**src/rtl/eth_cfg_pkg.sv**
```systemverilog
// Shared types and encodings for the Ethernet MAC configuration sequencer.
// BRESP values follow AXI; error codes are what the router control logic sees.
package eth_cfg_pkg;

   typedef enum logic [2:0] {
      S_IDLE,
      S_ISSUE,
      S_RESP,
      S_DONE,
      S_ERROR
   } state_t;

   localparam logic [1:0] RESP_OKAY   = 2'b00;
   localparam logic [1:0] RESP_EXOKAY = 2'b01;
   localparam logic [1:0] RESP_SLVERR = 2'b10;
   localparam logic [1:0] RESP_DECERR = 2'b11;

   localparam logic [1:0] ERR_NONE = 2'b00;
   localparam logic [1:0] ERR_SLV  = 2'b01;
   localparam logic [1:0] ERR_DEC  = 2'b10;
   localparam logic [1:0] ERR_TMO  = 2'b11;

   function automatic logic resp_ok(input logic [1:0] r);
      return (r == RESP_OKAY) || (r == RESP_EXOKAY);
   endfunction

   function automatic logic [1:0] resp_code(input logic [1:0] r);
      return (r == RESP_DECERR) ? ERR_DEC : ERR_SLV;
   endfunction

endpackage

```
**src/rtl/axil_single_write.sv**
```systemverilog
// One AXI-Lite write (AW + W + B) with independent AW/W handshakes.
// Shared with the read-back checker; abort drops every valid/ready at once.
module axil_single_write (
   input  logic        clk,
   input  logic        rst,
   input  logic        start,
   input  logic        abort,
   input  logic [31:0] addr,
   input  logic [31:0] data,
   output logic        issued,
   output logic [1:0]  resp,
   output logic        resp_valid,
   output logic [31:0] aw_addr,
   output logic        aw_valid,
   input  logic        aw_ready,
   output logic [31:0] w_data,
   output logic [3:0]  w_strb,
   output logic        w_valid,
   input  logic        w_ready,
   input  logic [1:0]  b_resp,
   input  logic        b_valid,
   output logic        b_ready
);

   logic busy;
   logic b_phase;
   logic aw_ok;
   logic w_ok;

   assign aw_ok      = ~aw_valid | aw_ready;
   assign w_ok       = ~w_valid | w_ready;
   assign issued     = busy & ~b_phase & aw_ok & w_ok;
   assign b_ready    = b_phase;
   assign resp_valid = b_phase & b_valid;
   assign resp       = b_resp;
   assign w_strb     = 4'hF;

   always_ff @(posedge clk) begin
      if (rst || abort) begin
         aw_valid <= 1'b0;
         w_valid  <= 1'b0;
         busy     <= 1'b0;
         b_phase  <= 1'b0;
      end else if (start) begin
         aw_valid <= 1'b1;
         w_valid  <= 1'b1;
         busy     <= 1'b1;
         b_phase  <= 1'b0;
      end else begin
         if (aw_ready) aw_valid <= 1'b0;
         if (w_ready) w_valid <= 1'b0;
         if (issued) b_phase <= 1'b1;
         if (resp_valid) begin
            busy    <= 1'b0;
            b_phase <= 1'b0;
         end
      end
   end

   always_ff @(posedge clk) begin
      if (rst) begin
         aw_addr <= '0;
         w_data  <= '0;
      end else if (start) begin
         aw_addr <= addr;
         w_data  <= data;
      end
   end

endmodule

```
**src/rtl/eth_cfg_sequencer.sv**
```systemverilog
// Issues a captured table of MAC register writes over AXI-Lite in index order,
// with BRESP retry, a per-write response timeout and done/error reporting.
module eth_cfg_sequencer #(
   parameter logic [31:0] BASE_ADDR = 32'h40C0_0000,
   parameter int          N_WORDS   = 4,
   parameter int          MAX_RETRY = 2,
   parameter int          TIMEOUT   = 1024,
   parameter int          IDX_W     = (N_WORDS > 1) ? $clog2(N_WORDS) : 1
) (
   input  logic                  aclk,
   input  logic                  areset,
   input  logic                  cfg_valid,
   output logic                  cfg_ready,
   input  logic [12*N_WORDS-1:0] cfg_offset,
   input  logic [32*N_WORDS-1:0] cfg_data,
   output logic                  cfg_done,
   output logic                  cfg_error,
   output logic [IDX_W-1:0]      cfg_err_idx,
   output logic [1:0]            cfg_err_code,
   output logic [31:0]           M_AXI_AWADDR,
   output logic                  M_AXI_AWVALID,
   input  logic                  M_AXI_AWREADY,
   output logic [31:0]           M_AXI_WDATA,
   output logic [3:0]            M_AXI_WSTRB,
   output logic                  M_AXI_WVALID,
   input  logic                  M_AXI_WREADY,
   input  logic [1:0]            M_AXI_BRESP,
   input  logic                  M_AXI_BVALID,
   output logic                  M_AXI_BREADY
);
   import eth_cfg_pkg::*;

   localparam int RW = (MAX_RETRY > 0) ? $clog2(MAX_RETRY + 1) : 1;
   localparam int TW = (TIMEOUT > 1) ? $clog2(TIMEOUT) : 1;
   localparam logic [IDX_W-1:0] LAST = IDX_W'(N_WORDS - 1);
   localparam logic [RW-1:0]    RMAX = RW'(MAX_RETRY);
   localparam logic [TW-1:0]    TLIM = TW'(TIMEOUT - 1);

   state_t            state;
   state_t            nxt;
   logic [11:0]       off_q [N_WORDS];
   logic [31:0]       dat_q [N_WORDS];
   logic [IDX_W-1:0]  idx;
   logic [IDX_W-1:0]  nxt_idx;
   logic [RW-1:0]     retry;
   logic [TW-1:0]     tcnt;
   logic              start;
   logic              issued;
   logic              resp_valid;
   logic [1:0]        resp;
   logic              tmo;
   logic              ok;
   logic              accept;
   logic              active;
   logic [11:0]       sel_off;
   logic [31:0]       sel_dat;

   assign accept    = (state == S_IDLE) && cfg_valid;
   assign active    = (state == S_ISSUE) || (state == S_RESP);
   assign ok        = resp_ok(resp);
   assign tmo       = active && (tcnt == TLIM) && !resp_valid;
   assign cfg_ready = (state == S_IDLE);
   assign cfg_done  = (state == S_DONE);
   assign cfg_error = (state == S_ERROR);

   always_comb begin
      nxt     = state;
      start   = 1'b0;
      nxt_idx = idx;
      case (state)
         S_IDLE: begin
            if (cfg_valid) begin
               nxt     = S_ISSUE;
               start   = 1'b1;
               nxt_idx = '0;
            end
         end
         S_ISSUE: begin
            if (tmo) nxt = S_ERROR;
            else if (issued) nxt = S_RESP;
         end
         S_RESP: begin
            if (tmo) begin
               nxt = S_ERROR;
            end else if (resp_valid) begin
               if (ok && idx == LAST) begin
                  nxt = S_DONE;
               end else if (ok) begin
                  nxt     = S_ISSUE;
                  start   = 1'b1;
                  nxt_idx = idx + 1'b1;
               end else if (retry < RMAX) begin
                  nxt   = S_ISSUE;
                  start = 1'b1;
               end else begin
                  nxt = S_ERROR;
               end
            end
         end
         default: nxt = S_IDLE;
      endcase
   end

   // The first write launches in the accept cycle, before the table is stored.
   always_comb begin
      sel_off = off_q[nxt_idx];
      sel_dat = dat_q[nxt_idx];
      if (state == S_IDLE) begin
         sel_off = cfg_offset[11:0];
         sel_dat = cfg_data[31:0];
      end
   end

   always_ff @(posedge aclk) begin
      if (areset) begin
         state        <= S_IDLE;
         idx          <= '0;
         retry        <= '0;
         tcnt         <= '0;
         cfg_err_idx  <= '0;
         cfg_err_code <= ERR_NONE;
      end else begin
         state <= nxt;
         if (start) tcnt <= '0;
         else if (active && tcnt != TLIM) tcnt <= tcnt + 1'b1;
         if (accept) begin
            idx          <= '0;
            retry        <= '0;
            cfg_err_idx  <= '0;
            cfg_err_code <= ERR_NONE;
         end
         if (state == S_RESP && resp_valid) begin
            if (ok) begin
               idx   <= nxt_idx;
               retry <= '0;
            end else if (retry < RMAX) begin
               retry <= retry + 1'b1;
            end else begin
               cfg_err_idx  <= idx;
               cfg_err_code <= resp_code(resp);
            end
         end
         if (tmo) begin
            cfg_err_idx  <= idx;
            cfg_err_code <= ERR_TMO;
         end
      end
   end

   always_ff @(posedge aclk) begin
      if (accept) begin
         for (int i = 0; i < N_WORDS; i++) begin
            off_q[i] <= cfg_offset[12*i +: 12];
            dat_q[i] <= cfg_data[32*i +: 32];
         end
      end
   end

   axil_single_write u_wr (
      .clk        (aclk),
      .rst        (areset),
      .start      (start),
      .abort      (tmo),
      .addr       (BASE_ADDR + {20'd0, sel_off}),
      .data       (sel_dat),
      .issued     (issued),
      .resp       (resp),
      .resp_valid (resp_valid),
      .aw_addr    (M_AXI_AWADDR),
      .aw_valid   (M_AXI_AWVALID),
      .aw_ready   (M_AXI_AWREADY),
      .w_data     (M_AXI_WDATA),
      .w_strb     (M_AXI_WSTRB),
      .w_valid    (M_AXI_WVALID),
      .w_ready    (M_AXI_WREADY),
      .b_resp     (M_AXI_BRESP),
      .b_valid    (M_AXI_BVALID),
      .b_ready    (M_AXI_BREADY)
   );

endmodule

```
**config.mk**
```make
export PLATFORM = sky130hd
export DESIGN_NAME = eth_cfg_sequencer
export DESIGN_NICKNAME = d
export VERILOG_FILES = /design/src/rtl/eth_cfg_pkg.sv /design/src/rtl/axil_single_write.sv /design/src/rtl/eth_cfg_sequencer.sv
export SDC_FILE = /design/constraint.sdc
export NUM_CORES = 1
export LEC_CHECK = 0
export ABC_AREA = 1
export BUFFER_PORTS_ARGS = -buffer_cell sky130_fd_sc_hd__buf_2
export CAP_MARGIN = 20
export CORE_MARGIN = 2
export CORE_UTILIZATION = 35
export DETAILED_ROUTE_END_ITERATION = 16
export SLEW_MARGIN = 20
export SYNTH_ARGS = -nofsm -noshare
export SYNTH_HDL_FRONTEND = slang
export SYNTH_SLANG_ARGS = --single-unit
```
**constraint.sdc**
```tcl
create_clock -name aclk -period 3.65 [get_ports aclk]
set_clock_uncertainty 0.05 [all_clocks]
set_input_delay 0.365 -clock aclk [delete_from_list [all_inputs] [get_ports aclk]]
set_output_delay 0.365 -clock aclk [all_outputs]
set_load 0.05 [all_outputs]
```
==> results.sh <==
export IMPL_cts_root_buf="clkbuf_16"
export IMPL_crit_top_cell="nor2_2"
export IMPL_ys_types=36
export IMPL_min_from="M_AXI_AWREADY"
export IMPL_mostFrequentLayoutCell="nand2_1"
export IMPL_arrival_ns=2.77
export IMPL_crit_start="state[2]"
export IMPL_ios=262
export IMPL_instances_no_fill=1975
export IMPL_powerDensity_nw_per_um2=489.7
export IMPL_cts_buffer_depth=3
export IMPL_final_core_util_pct=48.74
export IMPL_fin_tns_setup_ns=0
export IMPL_drt_initial_drc_count=404
export IMPL_crit_slowest_cell="inv_8"
export IMPL_path_buf_inv=3
export IMPL_relSlewSlack_pct=42.04
export IMPL_area_delta_synth_final_pct=37.27
export IMPL_cts_hold_buf=176
export IMPL_layout_common_cells="nand2_1, buf_2, edfxtp_1, dlygate4sd3_1, nand3_1"
export IMPL_num_nets_final=1743
export IMPL_syn_area_um2=10830
export IMPL_cp_end_kind="flip-flop"
export IMPL_design_area_um2=14870
export IMPL_whs_ns=0.06138
export IMPL_post_dp_hpwl_um=18000
export IMPL_ys_seq_elements=246
export IMPL_drive_gt1_share_pct=21.67
export IMPL_crit_path_start_kind="flip-flop"
export IMPL_routed_via_count=8952
export IMPL_fin_crit_sh_pct=70.98
export IMPL_synthCells=1152
export IMPL_placed_cell_area_um2=12260
export IMPL_drtAntennaViolNets=0
export IMPL_clock_latency_ns=0.54
export IMPL_fmax_ghz=0.3860
export IMPL_cts_buffers=27
export IMPL_post_drt_wl_per_cell_um=15.47
export IMPL_rows=64
export IMPL_worstPathCellList="nor2_2 -> inv_1 -> nor2_2 -> nand2_2 -> inv_8 -> buf_12"
export IMPL_p_total_mw=7.283
export IMPL_yosysWarnings=0
export IMPL_setup_viol=0
export IMPL_initial_utilization_pct=35.51
export IMPL_reg2reg_from="state[2]"
export IMPL_antenna_found_initial=1
export IMPL_dp_cells=1748
export IMPL_crit_path_max_fanout=108
export IMPL_die_area_um2=32370
export IMPL_drt_pass1_iter_count=5
export IMPL_path_clk_slew_ns=0.06
export IMPL_gr_total_overflow=0
export IMPL_leakage_nw=6.913
export IMPL_drc=0
export IMPL_ir_drop_mv=0.3980
export IMPL_grt_pass1_vias=8883
export IMPL_die_w_um=179.9
export IMPL_dieHeight_um=179.9
export IMPL_worstMarginPinSlew_ns=0.8684
export IMPL_cts_tree="built"
export IMPL_crit_type="reg2reg"
export IMPL_cts_setup_buffers=0
export IMPL_cts_resized_gates=0
export IMPL_required_ns=3.83
export IMPL_r2r_slack_ns=1.06
export IMPL_slowest_delay_ns=0.62
export IMPL_grt_start_max_net_pins=109
export IMPL_grt_pass1_wl_um=48090
export IMPL_fin_ws_ns=1.059
export IMPL_track_usage_pct=18.50
export IMPL_h_tree_depth=1
export IMPL_drv_slew=0
export IMPL_synthFlopType="edfxtp_1"
export IMPL_wl_um=30550
export IMPL_cap_violations=0
export IMPL_synthArstFlopShare_pct=0
export IMPL_min_period_ns=2.591
export IMPL_rsz0062_at_grt="false"
export IMPL_via_per_inst=4.533
export IMPL_cts_sinks=246
export IMPL_status="finished, final reports clean"
export IMPL_fill_cells=2828
export IMPL_fp_coreArea_um2=30510
export IMPL_path_delay_family="buffers and inverters"
export IMPL_synth_edff_count=176
export IMPL_place_congestion=0.7908
export IMPL_avgSynthCellArea_um2=9.404
export IMPL_hold_viol=0
export IMPL_port_buffers=240
export IMPL_pre_cts_slack_ns=1.062
export IMPL_ys_seq_area_share_pct=61.72
export IMPL_worstHoldPathType="in2reg"
==> power by group <==
part | internal, mW | total (mW) | switching [mW] | leakage, nW
clock | 1.52 | 2.65 | 1.13 | 0.412
combinational | 0.410 | 1.23 | 0.815 | 4.25
sequential | 3.31 | 3.41 | 0.101 | 2.25
total | 5.23 | 7.28 | 2.05 | 6.91
==> worst min-delay path, delay by kind of cell <==
family | cells | cell delay [ns]
AO/OA/AOI/OAI | 1 | 0.06
buffers and inverters | 2 | 0.10
AND/OR/NAND/NOR | 1 | 0.07
==> per-layer routing <==
layer | track usage, % | vias up | routed length, µm | share of wire (%)
met5 | 0 | - | 0 | 0
met4 | 4.878 | 0 | 777 | 2.5
met3 | 2.897 | 41 | 1660 | 5.4
met2 | 31.77 | 293 | 14680 | 48
met1 | 24.36 | 4134 | 13430 | 44
li1 | - | 4484 | - | -
==> cells by family (layout without fill, tap and decap cells) <==
| logic type | Yosys count | in the layout | share of synthesized area, % |
|---|---|---|---|
| xor+xnor | 2 | 2 | 0.1617 |
| buf+inv | 200 | 607 | 9.055 |
| compound gates | 54 | 54 | 2.691 |
| flops | 246 | 246 | 61.72 |
| simple gates | 646 | 646 | 26.07 |
| fa+ha+maj | 2 | 2 | 0.2310 |
| other cells | 2 | 22 | 0.06933 |
==> synthesized netlist by cell type, types with 5 or more instances <==
cell type	instances	share of area [%]
or2_2	5	0.29
o21ai_0	18	0.83
nand4_1	5	0.29
buf_6	11	1.1
a21oi_1	18	0.83
nand3_1	124	5.7
nand2_2	7	0.40
dfxtp_1	70	13
o21ai_1	13	0.60
clkbuf_1	7	0.24
nand2_1	428	15
nor2_1	34	1.2
buf_4	31	2.1
inv_1	122	4.2
nor3_1	7	0.32
edfxtp_1	176	49
nand3_2	21	1.9
buf_2	24	1.1
==> worst paths after layout <==
path                                  endpoint  cells past startpoint
worst max-delay path               off_q[3][2]                      6
worst min register to register  u_wr.w_data[8]                      2
worst min-delay path             u_wr.aw_valid                      4
worst max register to register     off_q[3][2]                      6
==> flip-flops by register name (all words and copies together), names as in the netlist <==
register	cells
cfg_err_code	2
cfg_err_idx	2
dat_q	128
idx	2
off_q	48
retry	2
state	3
tcnt	10
u_wr.aw_addr	13
u_wr.aw_valid	1
u_wr.b_ready	1
u_wr.busy	1
u_wr.w_data	32
u_wr.w_valid	1
==> cell type report <==
cell class	count	area (µm²)	share of cell area, %
inverter	126	481.7	3.239
tap	396	495.5	3.332
clock inverter	17	136.4	0.9171
sequential	246	6686	44.96
timing repair buffer	431	3113	20.93
clock buffer	33	708.2	4.762
antenna	1	2.502	0.01683
multi-input combinational	725	3247	21.83
Note: power is estimated with default switching activity, not from simulation.
